`src/rtl/bpred_pkg.sv`:
```
// Shared types and defaults for the branch-prediction in-flight queue.
package bpred_pkg;

   localparam int BPQ_DEPTH_DEFAULT  = 8;
   localparam int BPQ_DATA_W_DEFAULT = 96;
   localparam int BPQ_META_W_DEFAULT = 4;

   typedef struct packed {
      logic [31:0]                   PC4;
      logic                          p_dir;
      logic [31:0]                   p_target;
      logic [BPQ_DATA_W_DEFAULT-1:0] data;
      logic [BPQ_META_W_DEFAULT-1:0] meta;
   } bpq_entry_t;

endpackage

```
`src/rtl/bpq_ram.sv`:
```
// Entry storage: one synchronous write port, one asynchronous read port.
module bpq_ram #(
   parameter int DEPTH = 8,
   parameter int W     = 8,
   parameter int AW    = $clog2(DEPTH)
) (
   input  logic          clk,
   input  logic          we,
   input  logic [AW-1:0] waddr,
   input  logic [W-1:0]  wdata,
   input  logic [AW-1:0] raddr,
   output logic [W-1:0]  rdata
);

   logic [W-1:0] mem [DEPTH];

   always_ff @(posedge clk) begin
      if (we) mem[waddr] <= wdata;
   end

   assign rdata = mem[raddr];

endmodule

```
`src/rtl/bpred_inflight_queue.sv`:
```
// In-order queue of outstanding predictions; compares against the execute-stage
// resolution, drives the predictor update port and redirects fetch on a mispredict.
module bpred_inflight_queue
   import bpred_pkg::*;
#(
   parameter int DEPTH  = BPQ_DEPTH_DEFAULT,
   parameter int DATA_W = BPQ_DATA_W_DEFAULT,
   parameter int META_W = BPQ_META_W_DEFAULT
) (
   input  logic              clk,
   input  logic              reset,
   input  logic              fetch_enq,
   input  logic [31:0]       fetch_enq_PC4,
   input  logic              fetch_enq_p_dir,
   input  logic [31:0]       fetch_enq_p_target,
   input  logic [DATA_W-1:0] fetch_enq_data,
   input  logic [META_W-1:0] fetch_enq_meta,
   output logic              q_full,
   output logic              q_empty,
   input  logic              execute_resolve,
   input  logic              execute_resolve_dir,
   input  logic [31:0]       execute_resolve_target,
   output logic              execute_bpredictor_update,
   output logic [31:0]       execute_bpredictor_PC4,
   output logic [31:0]       execute_bpredictor_target,
   output logic              execute_bpredictor_dir,
   output logic              execute_bpredictor_miss,
   output logic [DATA_W-1:0] execute_bpredictor_data,
   output logic [META_W-1:0] execute_bpredictor_meta,
   output logic              execute_bpredictor_recover_ras,
   output logic              fetch_redirect,
   output logic [31:0]       fetch_redirect_PC,
   output logic              q_err
);

   localparam int PW = $clog2(DEPTH);
   localparam int CW = $clog2(DEPTH) + 1;

   typedef struct packed {
      logic [31:0]       pc4;
      logic              p_dir;
      logic [31:0]       p_target;
      logic [DATA_W-1:0] data;
      logic [META_W-1:0] meta;
   } entry_t;

   localparam int ENTRY_W = $bits(entry_t);

   logic [PW-1:0] head, tail, head_nxt, tail_nxt;
   logic [CW-1:0] count, count_nxt;
   entry_t        wr_entry, rd_entry;
   logic          is_empty, is_full;
   logic          do_res, do_enq, miss, flush, err_evt;
   logic [31:0]   redirect_pc;

   assign wr_entry = '{pc4: fetch_enq_PC4, p_dir: fetch_enq_p_dir,
                       p_target: fetch_enq_p_target, data: fetch_enq_data,
                       meta: fetch_enq_meta};

   bpq_ram #(.DEPTH(DEPTH), .W(ENTRY_W), .AW(PW)) u_ram (
      .clk   (clk),
      .we    (do_enq),
      .waddr (tail),
      .wdata (wr_entry),
      .raddr (head),
      .rdata (rd_entry)
   );

   // A mispredict flushes everything younger, including a same-cycle enqueue.
   // When full, a same-cycle non-missing resolve frees the slot being written.
   always_comb begin
      is_empty    = (count == '0);
      is_full     = (count == CW'(DEPTH));
      do_res      = execute_resolve & ~is_empty;
      miss        = (execute_resolve_dir != rd_entry.p_dir) |
                    (execute_resolve_dir & (execute_resolve_target != rd_entry.p_target));
      flush       = do_res & miss;
      do_enq      = fetch_enq & ~flush & (~is_full | do_res);
      err_evt     = (execute_resolve & is_empty) | (fetch_enq & is_full & ~do_res);
      redirect_pc = execute_resolve_dir ? execute_resolve_target : rd_entry.pc4;
      head_nxt    = head;
      tail_nxt    = tail;
      count_nxt   = count;
      if (flush) begin
         head_nxt  = '0;
         tail_nxt  = '0;
         count_nxt = '0;
      end else begin
         head_nxt  = head + PW'(do_res);
         tail_nxt  = tail + PW'(do_enq);
         count_nxt = count + CW'(do_enq) - CW'(do_res);
      end
   end

   always_ff @(posedge clk) begin
      if (reset) begin
         head                           <= '0;
         tail                           <= '0;
         count                          <= '0;
         q_empty                        <= 1'b1;
         q_full                         <= 1'b0;
         q_err                          <= 1'b0;
         execute_bpredictor_update      <= 1'b0;
         execute_bpredictor_PC4         <= '0;
         execute_bpredictor_target      <= '0;
         execute_bpredictor_dir         <= 1'b0;
         execute_bpredictor_miss        <= 1'b0;
         execute_bpredictor_data        <= '0;
         execute_bpredictor_meta        <= '0;
         execute_bpredictor_recover_ras <= 1'b0;
         fetch_redirect                 <= 1'b0;
         fetch_redirect_PC              <= '0;
      end else begin
         head                           <= head_nxt;
         tail                           <= tail_nxt;
         count                          <= count_nxt;
         q_empty                        <= (count_nxt == '0);
         q_full                         <= (count_nxt == CW'(DEPTH));
         if (err_evt) q_err             <= 1'b1;
         execute_bpredictor_update      <= do_res;
         execute_bpredictor_miss        <= flush;
         execute_bpredictor_recover_ras <= flush;
         fetch_redirect                 <= flush;
         if (do_res) begin
            execute_bpredictor_PC4    <= rd_entry.pc4;
            execute_bpredictor_target <= execute_resolve_target;
            execute_bpredictor_dir    <= execute_resolve_dir;
            execute_bpredictor_data   <= rd_entry.data;
            execute_bpredictor_meta   <= rd_entry.meta;
         end
         if (flush) fetch_redirect_PC <= redirect_pc;
      end
   end

endmodule

```
`config.mk`:
```
export PLATFORM = sky130hd
export DESIGN_NAME = bpred_inflight_queue
export DESIGN_NICKNAME = d
export VERILOG_FILES = /design/src/rtl/bpred_pkg.sv /design/src/rtl/bpq_ram.sv /design/src/rtl/bpred_inflight_queue.sv
export SDC_FILE = /design/constraint.sdc
export NUM_CORES = 1
export LEC_CHECK = 0
export ABC_AREA = 0
export CORE_MARGIN = 2
export CORE_UTILIZATION = 40
export CTS_CLUSTER_DIAMETER = 200
export DETAILED_ROUTE_END_ITERATION = 16
export GPL_TIMING_DRIVEN = 0
export HOLD_SLACK_MARGIN = 0.02
export PLACE_DENSITY = 0.6
export SLEW_MARGIN = 20
export SYNTH_ARGS = -nofsm -noshare
export SYNTH_HDL_FRONTEND = slang
export SYNTH_SLANG_ARGS = --single-unit
```
`constraint.sdc`:
```
create_clock -name clk -period 18.7 [get_ports clk]
set_clock_uncertainty 0.05 [all_clocks]
set_input_delay 5.61 -clock clk [delete_from_list [all_inputs] [get_ports clk]]
set_output_delay 5.61 -clock clk [all_outputs]
set_load 0.01 [all_outputs]
```
Word level (Yosys, flattened, before mapping)

Memories as Yosys holds them, arrays and structs flattened. A register that Yosys moved wholly into a read port is not among the register bits.
Cells that the tools add are included.

Add/subtract/negate cells: 4
Eq/ne operators: 4
Muxes and demuxes: 5
Bitwise logic cells: 15
Reduce and logical (&&, ||, !) cells: 3

Operators with widths:

| kind                                  | number |
|---|---|
| two-way mux 32 bit                    | 1 |
| != test 32 bit                        | 1 |
| AND 1 bit                             | 8 |
| == test 4 bit (second input constant) | 2 |
| zero test 4 bit                       | 2 |
| adder 3 x 1 -> 3 bit                  | 2 |
| adder 4 x 1 -> 4 bit                  | 1 |
| two-way mux 4 bit                     | 1 |
| inverter 1 bit                        | 4 |
| subtractor 4 x 1 -> 4 bit             | 1 |
| two-way mux 3 bit                     | 1 |
| bitwise OR 1 bit                      | 3 |
| two-way mux 1 bit                     | 2 |
| OR reduction 2 bit                    | 1 |
| != test 1 bit                         | 1 |

Memory bits (writable): 1,320
Output and inout port bits: 204
Register bits: 212
Input bits: 202
Memories: 1

Memory list:

| name      | words | bits a word | read ports | clocked after Yosys merged registers in | wr ports | RTL line      | source |
|---|---|---|---|---|---|---|---|
| u_ram.mem | 8     | 165         | 1          | 1                                       | 1        | bpq_ram.sv:15 | `logic [W-1:0] mem [DEPTH];` |

Longest topological paths before layout

Depth in word-level cells: 11
Depth in mapped cells: 20

Modules after synthesis

Synthesis repeated with hierarchy kept, for this count alone.

Cells, all modules: 3,021
Area total of the unflattened synthesis: 58,867.7 µm²

Modules (own cells, without submodules):

| module               | cells each | area an instance (µm²) | instances |
|---|---|---|---|
| bpq_ram              | 1,920      | 50,121.8               | 1 |
| bpred_inflight_queue | 1,101      | 8,745.9                | 1 |

Least setup slack after synthesis

OpenSTA, ideal clock, no wires.

Kind: in2reg
Start point: input port execute_resolve_target[7]
End point: memory u_ram.mem[2][0] (netlist name) (enable)
Cell stages on the path: 6
Library setup time: 0.819 ns
Path buffers: 1
Data required time: 17.831 ns
Arrival: 16.901 ns
Path slack: 0.930 ns
Cells stage by stage: and3_1 o2111ai_1 or4_1 buf_2 or4_4 a2111oi_2

Cells in the longest elaborated chain, start to end: 9

RTL lines:

| item                                    | RTL line                   | source |
|---|---|---|
| from (decl)                             | bpred_inflight_queue.sv:22 | `input logic [31:0] execute_resolve_target,` |
| != test 32 bit                          | bpred_inflight_queue.sv:76 | `(execute_resolve_dir & (execute_resolve_target != rd_entry.p_target));` |
| AND 1 bit                               | bpred_inflight_queue.sv:76 |  |
| bitwise OR 1 bit                        | bpred_inflight_queue.sv:75 | `miss = (execute_resolve_dir != rd_entry.p_dir) \|` |
| AND 1 bit                               | bpred_inflight_queue.sv:77 | `flush = do_res & miss;` |
| inverter 1 bit                          | bpred_inflight_queue.sv:78 | `do_enq = fetch_enq & ~flush & (~is_full \| do_res);` |
| AND 1 bit (2 in a row)                  | bpred_inflight_queue.sv:78 |  |
| two-way mux 1 bit                       | bpq_ram.sv:18              | `if (we) mem[waddr] <= wdata;` |
| two-way mux 1 bit (implied by the code) | bpq_ram.sv:18              |  |
| to (decl)                               | bpq_ram.sv:15              |  |

No other way between the ends.

Final worst setup path

Start point: input port execute_resolve_target[1]
End point: memory u_ram.mem[6][23] (netlist name) (enable)

The elaborated chain is that of the path after synthesis.

==> impl_metrics.sql <==
INSERT INTO impl_metrics (metric_group, metric, value, unit) VALUES
('grt', 'largest_net_degree_at_the_start_of_global_routing', '39', ''),
('floorplanning', 'boundaryPins', '406', ''),
('timing', 'grt_setup_unrepaired', 'no', ''),
('clock_network', 'cts_resized', '0', ''),
('power_and_ir_drop', 'power_spent_charging_and_discharging_nets', '2.655', 'mW'),
('worst_setup_path', 'critical_path.startpoint_type', 'primary input', ''),
('clock_network', 'cts-hold-fix-buffers', '0', ''),
('flow_run', 'max_cap_viol_count', '0', ''),
('worst_setup_path', 'critical_path_class', 'primary input to register', ''),
('worst_setup_path', 'crit_path_end_kind', 'register', ''),
('power_and_ir_drop', 'ir_drop', '86.03', 'uV'),
('floorplanning', 'floorplan.rows', '140', ''),
('min_path', 'worstHoldPathType', 'register to register', ''),
('final_layout', 'layout-drive-gt1-share', '19.49', '%'),
('detailed_routing', 'avgRoutedWirePerCell', '27.41', 'um'),
('grt', 'grt_remaining_overflow', '0', ''),
('timing', 'setup_violators_final', '0', ''),
('clock_network', 'cts.clk_slew.worst_paths', '0.06', 'ns'),
('clock_network', 'cts_root_buf', 'sky130_fd_sc_hd__clkbuf_16', ''),
('floorplanning', 'die_h', '385.5', 'um'),
('yosys', 'seq_area_frac_synth', '75.36', '%'),
('power_and_ir_drop', 'switching_share', '27.77', '%'),
('grt', 'grt_pass1_wl', '225600', 'um'),
('yosys', 'synthesis.nets', '3232', ''),
('timing', 'hold_viol_final', '0', ''),
('floorplanning', 'dieArea', '148600', 'um2'),
('worst_setup_path', 'crit_path_cell_chain', 'clkdlybuf4s50_1 > xor2_1 > nand4_1 > or4_1 > buf_2 > or4_4 > a2111oi_4 > buf_4 > buf_4 > buf_4 > buf_4 > buf_6 > buf_4 > buf_4', ''),
('detailed_routing', 'vias', '31540', ''),
('detailed_routing', 'drt_iter0_markers', '2672', ''),
('yosys', 'synth-edff-count', '1320', ''),
('final_layout', 'post_layout_nonfiller_instances', '5772', ''),
('outcome', 'run_status', 'finished, final reports clean', ''),
('yosys', 'asyncSetResetFlopFracSynth', '0', '%'),
('timing', 'period_share', '52.77', '%'),
('grt', 'grt_pass1_vias', '31270', ''),
('grt', 'gr-usage-all-layers', '21.19', '%'),
('detailed_routing', 'post_route_drc_violation_count', '0', ''),
('clock_network', 'post-cts-setup-buffers', '0', ''),
('detailed_routing', 'finalWirelength', '158200', 'um'),
('worst_setup_path', 'critPathMaxFanout', '8', ''),
('clock_network', 'clock-sinks', '1532', ''),
('timing', 'slew_headroom', '19.17', '%'),
('final_layout', 'synthToLayoutAreaGrowth', '24.02', '%'),
('worst_setup_path', 'cp_num_buf_inv', '9', ''),
('yosys', 'synthesis.yosys.warnings', '0', ''),
('detailed_routing', 'vias_per_cell', '5.464', ''),
('clock_network', 'tritoncts', 'built', ''),
('power_and_ir_drop', 'power.internal', '6.907', 'mW'),
('timing', 'post_layout_minimum_cycle_time', '9.868', 'ns'),
('power_and_ir_drop', 'flop_pwr_share', '43.9', '%'),
('place', 'placedCellCount', '5448', ''),
('worst_setup_path', 'crit_path_largest_cell_delay', '0.86', 'ns'),
('yosys', 'post_synth_num_cell_types', '48', ''),
('floorplanning', 'design.core.area', '145000', 'um2'),
('yosys', 'syn_inst', '3020', ''),
('place', 'place.port_buffers', '402', ''),
('floorplanning', 'start_util', '40.15', '%'),
('yosys', 'synth_seq_cells', '1532', ''),
('grt', 'grt_antenna_before_repair', '31', ''),
('clock_network', 'htree_levels', '4', ''),
('power_and_ir_drop', 'clk_pwr_share', '34.1', '%'),
('worst_setup_path', 'cp_top_family', 'buffers and inverters', ''),
('detailed_routing', 'ant_nets', '0', ''),
('yosys', 'mappedNetlistArea', '58230', 'um2'),
('worst_setup_path', 'critical-path-slowest-cell', 'sky130_fd_sc_hd__clkdlybuf4s50_1', ''),
('timing', 'max_slew.worst_pin.slew', '1.213', 'ns'),
('power_and_ir_drop', 'powerDensity', '132.4', 'nW/um2'),
('yosys', 'synth_area_per_cell', '19.28', 'um2'),
('yosys', 'synth_flop_cell', 'sky130_fd_sc_hd__edfxtp_1', ''),
('clock_network', 'clock_tree.buffer_depth', '3', ''),
('power_and_ir_drop', 'leakagePower', '22.49', 'nW');
-- per-stage QoR --
step	power [mW]	setup WS (ns)	setup TNS (ns)	utilization [%]	area [um2]
after floorplan	5.452	0.9304	0	-	58230
after global placement	6.413	-12.31	-8343.67	44.57	64650
after detailed placement	6.396	8.087	0	45.95	66650
after CTS	9.676	8.940	0	49.76	72170
after global routing	9.961	8.765	0	49.76	72180
final	9.562	8.832	0	49.79	72220
-- worst register-to-register path, cell delays in order, from the launching register on --
cell,delay [ns]
sky130_fd_sc_hd__dfxtp_1,0.39
sky130_fd_sc_hd__buf_2,0.38
sky130_fd_sc_hd__buf_1,0.80
sky130_fd_sc_hd__mux4_2,0.42
sky130_fd_sc_hd__mux2i_1,0.46
sky130_fd_sc_hd__xnor2_1,0.13
sky130_fd_sc_hd__nor4_1,0.33
sky130_fd_sc_hd__nand4_1,0.44
sky130_fd_sc_hd__or4_4,0.64
sky130_fd_sc_hd__a2111oi_4,0.46
sky130_fd_sc_hd__buf_4,0.29
sky130_fd_sc_hd__buf_4,0.20
sky130_fd_sc_hd__buf_4,0.18
sky130_fd_sc_hd__buf_4,0.23
sky130_fd_sc_hd__buf_6,0.20
sky130_fd_sc_hd__buf_4,0.19
sky130_fd_sc_hd__buf_4,0.23
-- cells in the mapped netlist (6+ instances only) --
cell type	count	area, um2
sky130_fd_sc_hd__edfxtp_1	1320	39640
sky130_fd_sc_hd__mux4_2	310	6982
sky130_fd_sc_hd__dfxtp_1	212	4244
sky130_fd_sc_hd__mux2i_1	194	1942
sky130_fd_sc_hd__nor2_1	176	660.6
sky130_fd_sc_hd__a211oi_1	133	998.5
sky130_fd_sc_hd__clkbuf_1	127	476.7
sky130_fd_sc_hd__nand2_1	104	390.4
sky130_fd_sc_hd__a21oi_1	82	410.4
sky130_fd_sc_hd__buf_2	51	255.2
sky130_fd_sc_hd__a22oi_1	48	360.4
sky130_fd_sc_hd__nor2b_1	34	212.7
sky130_fd_sc_hd__nor3_1	33	165.2
sky130_fd_sc_hd__o211ai_1	32	240.2
sky130_fd_sc_hd__o31ai_1	32	240.2
sky130_fd_sc_hd__xnor2_1	18	157.7
sky130_fd_sc_hd__buf_1	14	52.55
sky130_fd_sc_hd__nand3_1	10	50.05
sky130_fd_sc_hd__ha_1	9	112.6
sky130_fd_sc_hd__inv_1	8	30.03
sky130_fd_sc_hd__xor2_1	8	70.07
sky130_fd_sc_hd__a21o_1	6	45.04
sky130_fd_sc_hd__buf_4	6	45.04
-- logic make-up after synthesis --
logic type / count (synthesis) / share of synthesized area, %
flip-flops: 1532 / 75.36
multiplexers: 505 / 15.34
AND/OR/NAND/NOR: 380 / 2.811
AO/OA/AOI/OAI: 360 / 4.366
buffers and inverters: 207 / 1.496
XOR/XNOR: 26 / 0.3911
adder cells (fa/ha/maj): 10 / 0.2278
-- area by class of cell --
class | instances | area (um2) | area share [%]
flip-flops and latches | 1532 | 43880 | 60.77
multi-input cells | 1281 | 13570 | 18.79
repair buffers | 511 | 5921 | 8.199
clock buffers | 232 | 4624 | 6.404
well taps | 1917 | 2399 | 3.321
clock inverters | 75 | 894.6 | 1.239
plain buffers | 199 | 852.1 | 1.180
diodes | 17 | 42.54 | 0.05891
inverters | 8 | 30.03 | 0.04158
-- power groups by stage --
stage,clock [mW],sequential (mW),combinational [mW]
6_report,3.27,4.20,2.10
5_1_grt,3.47,4.22,2.26
4_1_cts,3.34,4.20,2.13
3_5_place_dp,0,4.27,2.13
3_3_place_gp,0,4.36,2.05
2_1_floorplan,0,4.31,1.14
-- sequential cells by signal, summed over array words and instances, names as in the netlist --
signal	count
count	4
head	3
execute_bpredictor_dir	1
execute_bpredictor_update	1
execute_bpredictor_PC4	32
fetch_redirect_PC	32
execute_bpredictor_meta	4
u_ram.mem	1320
q_err	1
execute_bpredictor_data	96
execute_bpredictor_target	32
q_full	1
q_empty	1
fetch_redirect	1
tail	3
-- worst paths after layout --
kind	from	endpoint	slack (ns)	cells after the start
max	execute_resolve_target[1]	u_ram.mem[6][23]$_DFFE_PP_	8.83	14
min	execute_bpredictor_target[14]$_SDFFE_PP0P_	execute_bpredictor_target[14]$_SDFFE_PP0P_	0.40	2
max reg2reg	head[1]$_SDFF_PP0_	u_ram.mem[6][23]$_DFFE_PP_	12.37	16
min reg2reg	execute_bpredictor_target[14]$_SDFFE_PP0P_	execute_bpredictor_target[14]$_SDFFE_PP0P_	0.40	2
-- cells in the final DEF, fill, tap and decap left out, types with 18 or more instances in the layout --
master,instances
sky130_fd_sc_hd__edfxtp_1,1320
sky130_fd_sc_hd__clkdlybuf4s50_1,402
sky130_fd_sc_hd__mux4_2,310
sky130_fd_sc_hd__dfxtp_1,212
sky130_fd_sc_hd__mux2i_1,194
sky130_fd_sc_hd__nor2_1,176
sky130_fd_sc_hd__clkbuf_16,168
sky130_fd_sc_hd__clkbuf_1,165
sky130_fd_sc_hd__a211oi_1,133
sky130_fd_sc_hd__nand2_1,104
sky130_fd_sc_hd__a21oi_1,79
sky130_fd_sc_hd__buf_2,52
sky130_fd_sc_hd__a22oi_1,48
sky130_fd_sc_hd__buf_16,45
sky130_fd_sc_hd__buf_4,39
sky130_fd_sc_hd__nor2b_1,34
sky130_fd_sc_hd__nor3_1,32
sky130_fd_sc_hd__o31ai_1,32
sky130_fd_sc_hd__o211ai_1,32
sky130_fd_sc_hd__buf_6,21
sky130_fd_sc_hd__clkinv_2,19
sky130_fd_sc_hd__xnor2_1,18
sky130_fd_sc_hd__clkbuf_8,18
-- layer usage --
metal	GRT usage, %	routed length [um]	up-vias
met5	0	195	-
met4	6.572	4391	30
met3	5.208	12750	276
met2	32.93	73480	1181
met1	29.54	67370	16360
li1	-	-	13690
(Power assumes the default switching activity.)
